--- src/rtl/argo_chan_fifo_if.sv ---
// Channel bus between the compiler-generated producer/consumer FSMs and argo_chan_fifo.
// Optional build macro: ARGO_FIFO_ERRFLAG_EN adds the sticky overflow/underflow signals.
interface argo_chan_fifo_if #(
  parameter int ADDR_WIDTH = 3,
  parameter int DATA_WIDTH = 32
);
  logic                  clear;
  logic                  wr_en;
  logic [DATA_WIDTH-1:0] wr_data;
  logic                  rd_en;
  logic [DATA_WIDTH-1:0] rd_data;
  logic                  rd_valid;
  logic                  full;
  logic                  empty;
  logic                  almost_full;
  logic                  almost_empty;
  logic [ADDR_WIDTH:0]   count;
  logic [15:0]           fifo_id;
`ifdef ARGO_FIFO_ERRFLAG_EN
  logic                  overflow;
  logic                  underflow;
`endif

  modport master (
    output clear, wr_en, wr_data, rd_en,
    input  rd_data, rd_valid, full, empty, almost_full, almost_empty, count, fifo_id
`ifdef ARGO_FIFO_ERRFLAG_EN
    , input overflow, underflow
`endif
  );

  modport slave (
    input  clear, wr_en, wr_data, rd_en,
    output rd_data, rd_valid, full, empty, almost_full, almost_empty, count, fifo_id
`ifdef ARGO_FIFO_ERRFLAG_EN
    , output overflow, underflow
`endif
  );
endinterface

--- src/rtl/argo_chan_fifo.sv ---
// Guarded channel FIFO with registered read data, occupancy count, thresholds and flush.
// Optional build macro: ARGO_FIFO_ERRFLAG_EN (sticky overflow/underflow flags).
module argo_chan_fifo #(
  parameter int          ADDR_WIDTH = 3,
  parameter int          DATA_WIDTH = 32,
  parameter int          DEPTH      = 1 << ADDR_WIDTH,
  parameter int          AF_LEVEL   = DEPTH - 1,
  parameter int          AE_LEVEL   = 1,
  parameter logic [15:0] FIFO_ID    = 16'd7
) (
  input  logic           clock,
  input  logic           resetn,
  argo_chan_fifo_if.slave bus
);
  localparam logic [ADDR_WIDTH:0] DEPTH_C = DEPTH[ADDR_WIDTH:0];

  generate
    if (DEPTH != (1 << ADDR_WIDTH)) begin : g_bad_depth
      $error("argo_chan_fifo: DEPTH must equal 2**ADDR_WIDTH");
    end
  endgenerate

  logic [DATA_WIDTH-1:0] mem_q [DEPTH];
  logic [ADDR_WIDTH-1:0] wptr_q, wptr_d;
  logic [ADDR_WIDTH-1:0] rptr_q, rptr_d;
  logic [ADDR_WIDTH:0]   count_q, count_d;
  logic [DATA_WIDTH-1:0] rd_data_q, rd_data_d;
  logic                  rd_valid_q, rd_valid_d;
  logic [15:0]           fifo_id_q;
  logic                  full, empty, rd_acc, wr_acc, mem_we;

  always_comb begin
    full       = (count_q == DEPTH_C);
    empty      = (count_q == '0);
    rd_acc     = bus.rd_en && !empty;
    // At full a same-cycle read frees the slot the write lands in.
    wr_acc     = bus.wr_en && (!full || bus.rd_en);
    wptr_d     = wptr_q;
    rptr_d     = rptr_q;
    count_d    = count_q;
    rd_data_d  = rd_data_q;
    rd_valid_d = 1'b0;
    mem_we     = 1'b0;
    if (bus.clear) begin
      wptr_d  = '0;
      rptr_d  = '0;
      count_d = '0;
    end else begin
      if (wr_acc) begin
        mem_we = 1'b1;
        wptr_d = wptr_q + 1'b1;
      end
      if (rd_acc) begin
        rd_data_d  = mem_q[rptr_q];
        rptr_d     = rptr_q + 1'b1;
        rd_valid_d = 1'b1;
      end
      if (wr_acc && !rd_acc) begin
        count_d = count_q + 1'b1;
      end else if (rd_acc && !wr_acc) begin
        count_d = count_q - 1'b1;
      end
    end
  end

  always_ff @(posedge clock) begin
    if (!resetn) begin
      wptr_q     <= '0;
      rptr_q     <= '0;
      count_q    <= '0;
      rd_data_q  <= '0;
      rd_valid_q <= 1'b0;
      fifo_id_q  <= FIFO_ID;
    end else begin
      wptr_q     <= wptr_d;
      rptr_q     <= rptr_d;
      count_q    <= count_d;
      rd_data_q  <= rd_data_d;
      rd_valid_q <= rd_valid_d;
    end
  end

  // Storage has no reset so it can map onto block RAM.
  always_ff @(posedge clock) begin
    if (mem_we && resetn) begin
      mem_q[wptr_q] <= bus.wr_data;
    end
  end

  assign bus.rd_data      = rd_data_q;
  assign bus.rd_valid     = rd_valid_q;
  assign bus.count        = count_q;
  assign bus.full         = full;
  assign bus.empty        = empty;
  assign bus.almost_full  = int'(count_q) >= AF_LEVEL;
  assign bus.almost_empty = int'(count_q) <= AE_LEVEL;
  assign bus.fifo_id      = fifo_id_q;

`ifdef ARGO_FIFO_ERRFLAG_EN
  logic overflow_q, overflow_d, underflow_q, underflow_d;

  always_comb begin
    overflow_d  = overflow_q  | (bus.wr_en && full && !bus.rd_en);
    underflow_d = underflow_q | (bus.rd_en && empty);
    if (bus.clear) begin
      overflow_d  = 1'b0;
      underflow_d = 1'b0;
    end
  end

  always_ff @(posedge clock) begin
    if (!resetn) begin
      overflow_q  <= 1'b0;
      underflow_q <= 1'b0;
    end else begin
      overflow_q  <= overflow_d;
      underflow_q <= underflow_d;
    end
  end

  assign bus.overflow  = overflow_q;
  assign bus.underflow = underflow_q;
`endif
endmodule

--- src/flat_wrapper.sv ---
// flat-port wrapper written by rule: the top's interface ports become plain ports
module argo_chan_fifo_flat 
#(
  parameter int          ADDR_WIDTH = 3,
  parameter int          DATA_WIDTH = 32,
  parameter int          DEPTH      = 1 << ADDR_WIDTH,
  parameter int          AF_LEVEL   = DEPTH - 1,
  parameter int          AE_LEVEL   = 1,
  parameter logic [15:0] FIFO_ID    = 16'd7
)
  (clock, resetn, bus_clear, bus_wr_en, bus_wr_data, bus_rd_en, bus_rd_data, bus_rd_valid, bus_full, bus_empty, bus_almost_full, bus_almost_empty, bus_count, bus_fifo_id);
  argo_chan_fifo_if #(.ADDR_WIDTH(ADDR_WIDTH), .DATA_WIDTH(DATA_WIDTH)) bus_i ();
  input  logic clock;
  input  logic resetn;
  input wire logic [$bits(bus_i.clear)-1:0] bus_clear;
  input wire logic [$bits(bus_i.wr_en)-1:0] bus_wr_en;
  input wire logic [$bits(bus_i.wr_data)-1:0] bus_wr_data;
  input wire logic [$bits(bus_i.rd_en)-1:0] bus_rd_en;
  output wire logic [$bits(bus_i.rd_data)-1:0] bus_rd_data;
  output wire logic [$bits(bus_i.rd_valid)-1:0] bus_rd_valid;
  output wire logic [$bits(bus_i.full)-1:0] bus_full;
  output wire logic [$bits(bus_i.empty)-1:0] bus_empty;
  output wire logic [$bits(bus_i.almost_full)-1:0] bus_almost_full;
  output wire logic [$bits(bus_i.almost_empty)-1:0] bus_almost_empty;
  output wire logic [$bits(bus_i.count)-1:0] bus_count;
  output wire logic [$bits(bus_i.fifo_id)-1:0] bus_fifo_id;
  assign bus_i.clear = bus_clear;
  assign bus_i.wr_en = bus_wr_en;
  assign bus_i.wr_data = bus_wr_data;
  assign bus_i.rd_en = bus_rd_en;
  assign bus_rd_data = bus_i.rd_data;
  assign bus_rd_valid = bus_i.rd_valid;
  assign bus_full = bus_i.full;
  assign bus_empty = bus_i.empty;
  assign bus_almost_full = bus_i.almost_full;
  assign bus_almost_empty = bus_i.almost_empty;
  assign bus_count = bus_i.count;
  assign bus_fifo_id = bus_i.fifo_id;
  argo_chan_fifo #(.ADDR_WIDTH(ADDR_WIDTH), .DATA_WIDTH(DATA_WIDTH), .DEPTH(DEPTH), .AF_LEVEL(AF_LEVEL), .AE_LEVEL(AE_LEVEL), .FIFO_ID(FIFO_ID)) u_core (.clock(clock), .resetn(resetn), .bus(bus_i));
endmodule
--- config.mk ---
export PLATFORM = sky130hd
export DESIGN_NAME = argo_chan_fifo_flat
export DESIGN_NICKNAME = d
export VERILOG_FILES = /design/src/rtl/argo_chan_fifo_if.sv /design/src/rtl/argo_chan_fifo.sv /design/src/flat_wrapper.sv
export SDC_FILE = /design/constraint.sdc
export NUM_CORES = 1
export LEC_CHECK = 0
export BUFFER_PORTS_ARGS = -buffer_cell sky130_fd_sc_hd__buf_2
export CORE_MARGIN = 2
export CORE_UTILIZATION = 40
export CTS_BUF_LIST = sky130_fd_sc_hd__clkbuf_8 sky130_fd_sc_hd__clkbuf_16
export DETAILED_ROUTE_END_ITERATION = 6
export HOLD_SLACK_MARGIN = 0.05
export PLACE_DENSITY_LB_ADDON = 0.1
export SETUP_SLACK_MARGIN = 0.1
export SYNTH_ARGS = -nofsm -noshare
export SYNTH_HDL_FRONTEND = slang
export SYNTH_SLANG_ARGS = --single-unit
--- constraint.sdc ---
create_clock -name clock -period 10.7 [get_ports clock]
set_input_delay 2.14 -clock clock [delete_from_list [all_inputs] [get_ports clock]]
set_output_delay 2.14 -clock clock [all_outputs]
set_load 0.05 [all_outputs]
==> results.toml, run 1 <==
[placed_design]
hpwl_mm = 12.33
gp_congestion = 0.7039
place_ws_ns = 5.447
port_buffers = 77

[detailed_routing]
drt_iter0_drc = 291
ant_nets = 0
wl_mm = 23.00
first_pass_iters = 4
drc = 0
vias = 5786
drt-wirelength-per-cell_microns = 20.30
viasPerCell = 5.107

[synthesis]
ys_ff_latch = 299
yosysSeqAreaShare = 0.7421
syn_area_sq_um = 11520
syn_area_per_cell_sq_um = 17.86
yosysWarnings = 0
synth-async-reset-ratio = 0
ys_types = 36
synth_flop_cell = "edfxtp_1"
synth-edff-count = 256
synthCells = 645

[sta]
period_minus_slack_ns = 4.602
setup_ws_ns = 6.098
setup-violations-final = 0
hold_viol = 0
rsz0062_at_grt = "false"
fmaxAchievable_ghz = 0.2173
slew_viol_final = 0
setup-tns-final_ns = 0
max_slew.worst_pin.slew_ns = 1.239
finClkSkew_ns = 0.01138
slew_headroom = 0.1718
fin_crit_sh = 0.4301

[setup_path]
r2r-start = "u_core.bus.count[0]"
rrSetupSlack_ns = 7.69
cp_max_fo = 34
cp.required_ns = 10.87
cp-end-kind = "flop"
cp_data_arrival_time_ns = 4.78
r2r_end = "u_core.mem_q[5][8]"
r2r_cells = 6
setup.worst_path.start_class = "input port"
worstSetupPathType = "input port to flop"

[grt]
gr-total-overflow = 0
grt_pass1_wl_mm = 35.48
track_usage = 0.1529
grt_max_degree = 66
antenna_found_initial = 0
grt_pass1_vias = 6042

[clock_network]
clkLatencyLatePin_ns = 0.57
cts_resized = 0
cts_tree = "yes"
cts_inserted_buffers = 31
hold_buffers = 0
cts_max_level = 1
clockRootBuffer = "clkbuf_16"
cts_buffer_depth = 3
cts.clk_slew.worst_paths_ns = 0.06
post_cts_buffers = 0
cts_sinks = 299

[die]
ios = 94
initial_core_util = 0.4035
rows = 62
die_width_microns = 173.7
core_area_sq_um = 28550
die-area_sq_um = 30170
die_y_microns = 173.7

[min_path]
worstHoldStart = "u_core.bus.rd_data[30]"
min_to = "u_core.bus.rd_data[30]"
whs_path_depth = 2
hold_class = "flop to flop"

[power_and_ir_drop]
vdd_drop_max_mv = 0.1135
total_power_mw = 2.526
p_leak_nw = 4.378
p_per_area_nw_per_um2 = 191.7

[run]
drv_cap = 0

[outcome]
status = "complete, no violations"

[final_layout]
nets = 768
final_core_util = 0.4616
diodes = 0
syn_to_final_growth_pct = 14.39
final_common_cell = "edfxtp_1"
drive_gt1_frac = 0.2069
layout_common_cells = "256 x edfxtp_1, 77 x buf_2, 68 x a21oi_1"
==> cell type report <==
type,count,area [sq um]
flip-flops and latches,299,8554
multi-input cells,301,2671
repair buffers,85,445.4
clock buffers,35,830.8
well taps,384,480.5
fillers,2520,15370
inverters,6,22.52
clock inverters,23,171.4
==> layer usage <==
| layer | up-vias | track usage | share of wire | wire, microns |
|---|---|---|---|---|
| li1 | 2711 | - | - | - |
| met1 | 2926 | 0.1969 | 0.45 | 10280 |
| met2 | 107 | 0.2707 | 0.50 | 11490 |
| met3 | 42 | 0.02478 | 0.035 | 794 |
| met4 | 0 | 0.03887 | 0.019 | 437 |
| met5 | - | 0 | 0 | 0 |
==> worst max-delay path: stages <==
cell and delay (ns):
buf_2 0.57, nand2b_1 0.44, or3_1 0.58, nor2_4 1.00
==> stage by stage <==
step,hold WS (ns),std cells,cell area [sq um]
6_report,0.5198,1133,13180
5_1_grt,0.5296,1133,13180
4_1_cts,0.5245,1133,13180
3_5_place_dp,0.5072,1075,12170
3_3_place_gp,0.5074,1075,12170
2_1_floorplan,0.4976,659,11570
==> Yosys cell counts (3+ instances only) <==
library cell	number	area share
mux4_1	25	0.057
ha_1	7	0.0076
buf_2	8	0.0035
edfxtp_1	256	0.67
a21oi_1	68	0.030
o21ai_1	21	0.0091
or3_1	3	0.0016
clkbuf_1	11	0.0036
dfxtp_1	43	0.075
nand2_1	5	0.0016
buf_4	20	0.013
inv_1	5	0.0016
nand2b_1	4	0.0022
o22ai_1	31	0.017
xor2_1	4	0.0030
mux2i_1	64	0.056
o21ai_0	13	0.0056
mux4_2	8	0.016
nor2_1	15	0.0049
xnor2_1	3	0.0023
buf_6	11	0.011
nor3_1	3	0.0013
==> state kept, by name (all words and copies together) (netlist names) <==
name / cells
u_core.bus.count: 4
u_core.bus.rd_valid: 1
u_core.wptr_q: 3
u_core.bus.rd_data: 32
u_core.rptr_q: 3
u_core.mem_q: 256
==> worst max-delay path by stage <==
stage          depth (start not counted)  slack, ns                  end  startpoint
3_5_place_dp                           4       5.45   u_core.mem_q[5][7]      resetn
4_1_cts                                4       6.05   u_core.mem_q[5][8]      resetn
3_3_place_gp                           4       5.56   u_core.mem_q[7][7]      resetn
2_1_floorplan                          3       5.38   u_core.mem_q[4][0]   bus_clear
5_1_grt                                4       5.86  u_core.mem_q[5][12]      resetn
6_report                               4       6.10   u_core.mem_q[5][8]      resetn
==> power by group <==
| part | total, mW | internal, mW | switching, mW | leakage (nW) |
|---|---|---|---|---|
| Clock | 1.04 | 0.603 | 0.438 | 0.518 |
| Sequential | 1.29 | 1.28 | 0.0112 | 2.66 |
| Combinational | 0.191 | 0.0504 | 0.141 | 1.20 |
| Total | 2.53 | 1.94 | 0.590 | 4.38 |
==> cells by family after synthesis <==
group	synth area share
DFF	0.7421
AOI/OAI and AO/OA	0.06246
muxes	0.1283
buffers and inverters	0.03606
and+or+nand+nor	0.01749
adders and majority gates	0.007603
xor gates and xnor gates	0.005323
other	0.0006520
(Power assumes the default switching activity.)
==> inputs of run 2 (changes only) <==
==> constraint.sdc (replaced) <==
create_clock -name clock -period 4.4 [get_ports clock]
set_input_delay 0.88 -clock clock [delete_from_list [all_inputs] [get_ports clock]]
set_output_delay 0.88 -clock clock [all_outputs]
set_load 0.05 [all_outputs]
==> run 2 against run 1 <==
  * Combinational power up 150%
  * Final cell count up 1.1%
  * Via count grew 1.1%
  * Utilization up 0.52 points
  * Critical endpoint is now u_core.mem_q[5][3]
  * Cell area rose by 1.1%
  * Highest routed layer unchanged
  * Critical path depth grew 3
  * Non-clock buffer count grew 9
  * Largest power group unchanged
==> results.toml, run 2 (synthesis results as in run 1) <==
[outcome]
status = "complete, no violations"

[final_layout]
largest_register_ffs = 256
nFillCells = 2515
layout_common_cells = "256 x edfxtp_1, 77 x buf_2, 68 x a21oi_1"
regArea_sq_um = 8554
diodes = 0
top_register = "u_core.mem_q"
final_core_util = 0.4668
multi_input_area_sq_um = 2684
final_common_cell = "edfxtp_1"
drive_gt1_frac = 0.2139
syn_to_final_growth_pct = 15.69
nets = 780

[placed_design]
place_ws_ns = 1.058
hpwl_mm = 13.83
port_buffers = 77
gp_congestion = 0.7067

[setup_path]
cp_data_arrival_time_ns = 3.16
setup.worst_path.start_class = "flop"
cp.required_ns = 4.57
cp_max_fo = 19
crit_chain = "inv_1 > ha_1 > nand3b_1 > o21ai_1 > or3_1 > nor2_4 > buf_4"
r2r_cells = 7
crit_family = "simple AND/OR/NAND/NOR gates"
path_buf_inv = 2
slowest_delay_ns = 0.65
cpMaxStageDelayCell = "nor2_4"
cp-end-kind = "flop"
cp.depth = 7
worstSetupPathType = "flop to flop"

[clock_network]
cts_buffer_depth = 3
cts_inserted_buffers = 34
cts_tree = "yes"
cts_sinks = 299
cts.clk_slew.worst_paths_ns = 0.06
cts_resized = 0
clkLatencyLatePin_ns = 0.50
post_cts_buffers = 0
clockRootBuffer = "clkbuf_16"
cts_max_level = 2
hold_buffers = 0

[sta]
finClkSkew_ns = 0.01059
fin_crit_sh = 0.6789
rsz0062_at_grt = "false"
fin_hold_ws_ns = 0.5162
fmaxAchievable_ghz = 0.3348
max_slew.worst_pin.slew_ns = 0.8788
slew_viol_final = 0
hold_viol = 0
slew_headroom = 0.4141
setup-violations-final = 0
setup-tns-final_ns = 0
setup_ws_ns = 1.413
period_minus_slack_ns = 2.987

[grt]
track_usage = 0.1571
gr-total-overflow = 0
grt_pass1_vias = 5894
grt_pass1_wl_mm = 35.87
grt_max_degree = 66
antenna_found_initial = 0

[die]
rows = 62
die-area_sq_um = 30170
die_width_microns = 173.7
initial_core_util = 0.4035
ios = 94
die_y_microns = 173.7
core_area_sq_um = 28550

[min_path]
whs_path_depth = 2
hold_class = "flop to flop"

[power_and_ir_drop]
p_leak_nw = 4.472
vdd_drop_max_mv = 0.2856
p_per_area_nw_per_um2 = 468.8

[run]
drv_cap = 0

[detailed_routing]
first_pass_iters = 5
viasPerCell = 5.102
ant_nets = 0
drt_iter0_drc = 382
drc = 0
wl_mm = 23.47
drt-wirelength-per-cell_microns = 20.48
vias = 5847
## run 2: changes by cell type in the layout (fill, tap and decap cells not counted), sizes merged
cell,delta
clkbuf,+2
buf,+9
clkinv,-1
inv,+5
bufinv,-1
clkinvlp,-1
## run 2: path summary, 6_finish.rpt
path | slack (ns) | endpoint | startpoint
setup reg to reg | 1.41 | u_core.mem_q[5][3] | u_core.bus.count[0]
setup / recovery | 1.41 | u_core.mem_q[5][3] | u_core.bus.count[0]
hold / removal | 0.52 | u_core.bus.rd_data[8] | u_core.bus.rd_data[8]
hold reg to reg | 0.52 | u_core.bus.rd_data[8] | u_core.bus.rd_data[8]
## run 2: worst min-delay path, stage by stage, from the launching register on
cell	delay (ns)
dfxtp_1	0.30
o21ai_1	0.12
a21oi_1	0.05
## run 2: cell type report
cell class                 count  share of cell area
clock inverter                25            0.009953
timing repair buffer          94             0.03944
inverter                       6            0.001690
clock buffer                  37             0.06948
tap                          384             0.03606
multi-input combinational    301              0.2014
sequential                   299              0.6420
## run 2: power by group
group          total, mW  internal (mW)  switching, mW  leakage (nW)
Sequential          3.15           3.12         0.0316          2.66
Combinational      0.470          0.125          0.345          1.24
Clock               2.62           1.57           1.06         0.570
## run 2: per-layer routing
metal,share of wire,vias to the layer above,track usage
li1,-,2736,-
met1,0.48,2920,0.2280
met2,0.46,147,0.2442
met3,0.043,44,0.02610
met4,0.023,0,0.04867
met5,0,-,0
## run 2: per-stage QoR
stage | power (mW) | instance area, sq um | std cells
floorplan | 3.564 | 11580 | 659
global placement | 3.678 | 12270 | 1084
detailed placement | 3.684 | 12270 | 1084
CTS | 6.323 | 13330 | 1146
global route | 6.483 | 13330 | 1146
finish | 6.246 | 13330 | 1146
==> inputs of run 3 (changes only) <==
--- a/config.mk
+++ b/config.mk
@@ -5,6 +5,7 @@
 export SDC_FILE = /design/constraint.sdc
 export NUM_CORES = 1
 export LEC_CHECK = 0
+export ABC_AREA = 1
 export BUFFER_PORTS_ARGS = -buffer_cell sky130_fd_sc_hd__buf_2
 export CORE_MARGIN = 2
 export CORE_UTILIZATION = 40
==> constraint.sdc (replaced) <==
create_clock -name clock -period 2.8 [get_ports clock]
set_input_delay 0.56 -clock clock [delete_from_list [all_inputs] [get_ports clock]]
set_output_delay 0.56 -clock clock [all_outputs]
set_load 0.05 [all_outputs]
==> run 3 against run 2 <==
  * Utilization rose by 0.69 points
  * Sequential share of layout area fell by 7.2 points
  * Synthesized cell count rose by 110%
  * Cell area rose by 13%
  * Final cell count rose by 60%
  * Clock power rose by 68%
  * Die area rose by 12%
  * Register-to-register slack got worse by 0.86 ns
  * Setup slack got worse by 0.87 ns
  * Routed wire length rose by 23%
  * Flip-flop and latch count did not move
  * Largest cell class unchanged
==> results.toml, run 3 <==
[final_layout]
final_core_util = 0.4737
top_register = "u_core.mem_q"
final_common_cell = "nand2_1"
largest_register_ffs = 256
syn_to_final_growth_pct = 16.08
drive_gt1_frac = 0.1199
layout_common_cells = "369 x nand2_1, 317 x inv_1, 256 x edfxtp_1"
nets = 1453
design_area_sq_um = 15020
diodes = 0

[synthesis]
synth_most_common_cell = "nand2_1"
yosysWarnings = 0
ys_ff_latch = 299
synthTopCellsByArea = "edfxtp_1 59%, nand2_1 11%, inv_1 8.9%, nand3_1 7.7%, dfxtp_1 6.7%"
synth-edff-count = 256
syn_area_sq_um = 12940
syn_area_per_cell_sq_um = 9.717
ys_types = 22
synth_commonest_cells = "370 x nand2_1, 308 x inv_1, 256 x edfxtp_1"
synth_flop_cell = "edfxtp_1"
synth-async-reset-ratio = 0
synth.top_cell.area_share = 0.5939
synth_area_leader_cell = "edfxtp_1"
yosysSeqAreaShare = 0.6604
synthCells = 1332

[power_and_ir_drop]
p_leak_nw = 6.846
p_per_area_nw_per_um2 = 683.4
total_power_mw = 10.27
vdd_drop_max_mv = 0.3939

[sta]
fin_hold_ws_ns = 0.3294
hold_viol = 0
period_minus_slack_ns = 2.257
max_slew.worst_pin.slew_ns = 0.9009
slew_viol_final = 0
fin_crit_sh = 0.8060
fmaxAchievable_ghz = 0.4431
setup-tns-final_ns = 0
finClkSkew_ns = 0.02080
rsz0062_at_grt = "false"
setup-violations-final = 0
slew_headroom = 0.3994

[setup_path]
cp-end-kind = "primary output"
cp_max_fo = 5
crit_chain = "inv_1 > ha_1 > nand2_1 > nor2_4 > buf_2"
cp.required_ns = 2.24
cpMaxStageDelayCell = "dfxtp_4"
slowest_delay_ns = 0.35
worstSetupPathType = "flop to primary output"
setup.worst_path.start_class = "flop"
cp_data_arrival_time_ns = 1.70

[detailed_routing]
first_pass_iters = 4
viasPerCell = 4.649
drt-wirelength-per-cell_microns = 15.75
drc = 0
drt_iter0_drc = 445
wl_mm = 28.94
ant_nets = 0
vias = 8541

[grt]
track_usage = 0.1770
grt_pass1_wl_mm = 45.70
grt_max_degree = 130
gr-total-overflow = 0
grt_pass1_vias = 8359
antenna_found_initial = 0

[clock_network]
cts_buffer_depth = 3
cts_tree = "yes"
cts_sinks = 299
hold_buffers = 0
clockRootBuffer = "clkbuf_16"
clkLatencyLatePin_ns = 0.52
cts_max_level = 2
cts.clk_slew.worst_paths_ns = 0.06
cts_inserted_buffers = 34
cts_resized = 0
post_cts_buffers = 0

[outcome]
status = "complete, no violations"

[die]
die_y_microns = 183.9
die-area_sq_um = 33810
initial_core_util = 0.4081
ios = 94
core_area_sq_um = 31720
rows = 65
die_width_microns = 183.9

[placed_design]
hpwl_mm = 16.79
place_area_sq_um = 13900
gp_congestion = 0.7798
port_buffers = 77

[min_path]
hold_class = "input port to flop"

[run]
drv_cap = 0
run 3: cell count changes in the layout (fill, tap and decap cells not counted), sizes merged, moves of 9 or more:
| cell | previous run | this run |
|---|---|---|
| buf | 94 | 103 |
| nand3 | 2 | 198 |
| mux4 | 33 | 0 |
| nand2 | 5 | 370 |
| a21oi | 68 | 42 |
| o22ai | 31 | 1 |
| inv | 19 | 319 |
| mux2i | 64 | 0 |
| o21ai | 34 | 8 |
run 3: cells by family after synthesis:
kind of cell | synth area share
simple gates | 0.1891
buf+inv | 0.1211
flops | 0.6604
compound gates | 0.02069
fa+ha+maj | 0.006766
xor+xnor | 0.001354
other cells | 0.0005802
run 3: per-stage QoR:
step / cells / worst slack (ns)
floorplan: 1346 / 0.1044
global placement: 1775 / 0.5915
detailed placement: 1775 / 0.5534
CTS: 1837 / 0.5205
global route: 1837 / 0.3618
finish: 1837 / 0.5433
run 3: worst paths after layout:
check	start	to	slack (ns)	cells after the start
worst max register to register	u_core.bus.count[0]	u_core.mem_q[1][18]	0.55	8
worst min register to register	u_core.bus.rd_data[19]	u_core.bus.rd_data[19]	0.51	4
worst max-delay path	u_core.bus.count[1]	bus_full	0.54	5
worst min-delay path	bus_wr_data[13]	u_core.mem_q[2][13]	0.33	1
run 3: power breakdown:
part / total, mW / internal [mW] / switching [mW]
registers: 4.94 / 4.90 / 0.0342
logic: 0.915 / 0.226 / 0.688
clock network: 4.41 / 2.65 / 1.76
run 3: final cells by class:
class / count / area (sq um)
fill: 2986 / 16690
sequential: 299 / 8561
multi-input combinational: 661 / 2963
inverter: 310 / 1165
clock buffer: 35 / 875.8
timing repair buffer: 103 / 705.7
tap: 402 / 503.0
clock inverter: 27 / 251.5
run 3: routing by layer:
metal | wire length [microns] | global-route usage
met1 | 13320 | 0.2304
met2 | 14100 | 0.3111
met3 | 1048 | 0.02516
met4 | 471 | 0.04416
met5 | 0 | 0
run 3: critical path: cells and delay by family (launching register included):
kind / cells / cell delay, ns
buffers and inverters: 2 / 0.41
adder cells (fa/ha/maj): 1 / 0.24
flip-flops: 1 / 0.35
AND/OR/NAND/NOR: 2 / 0.19
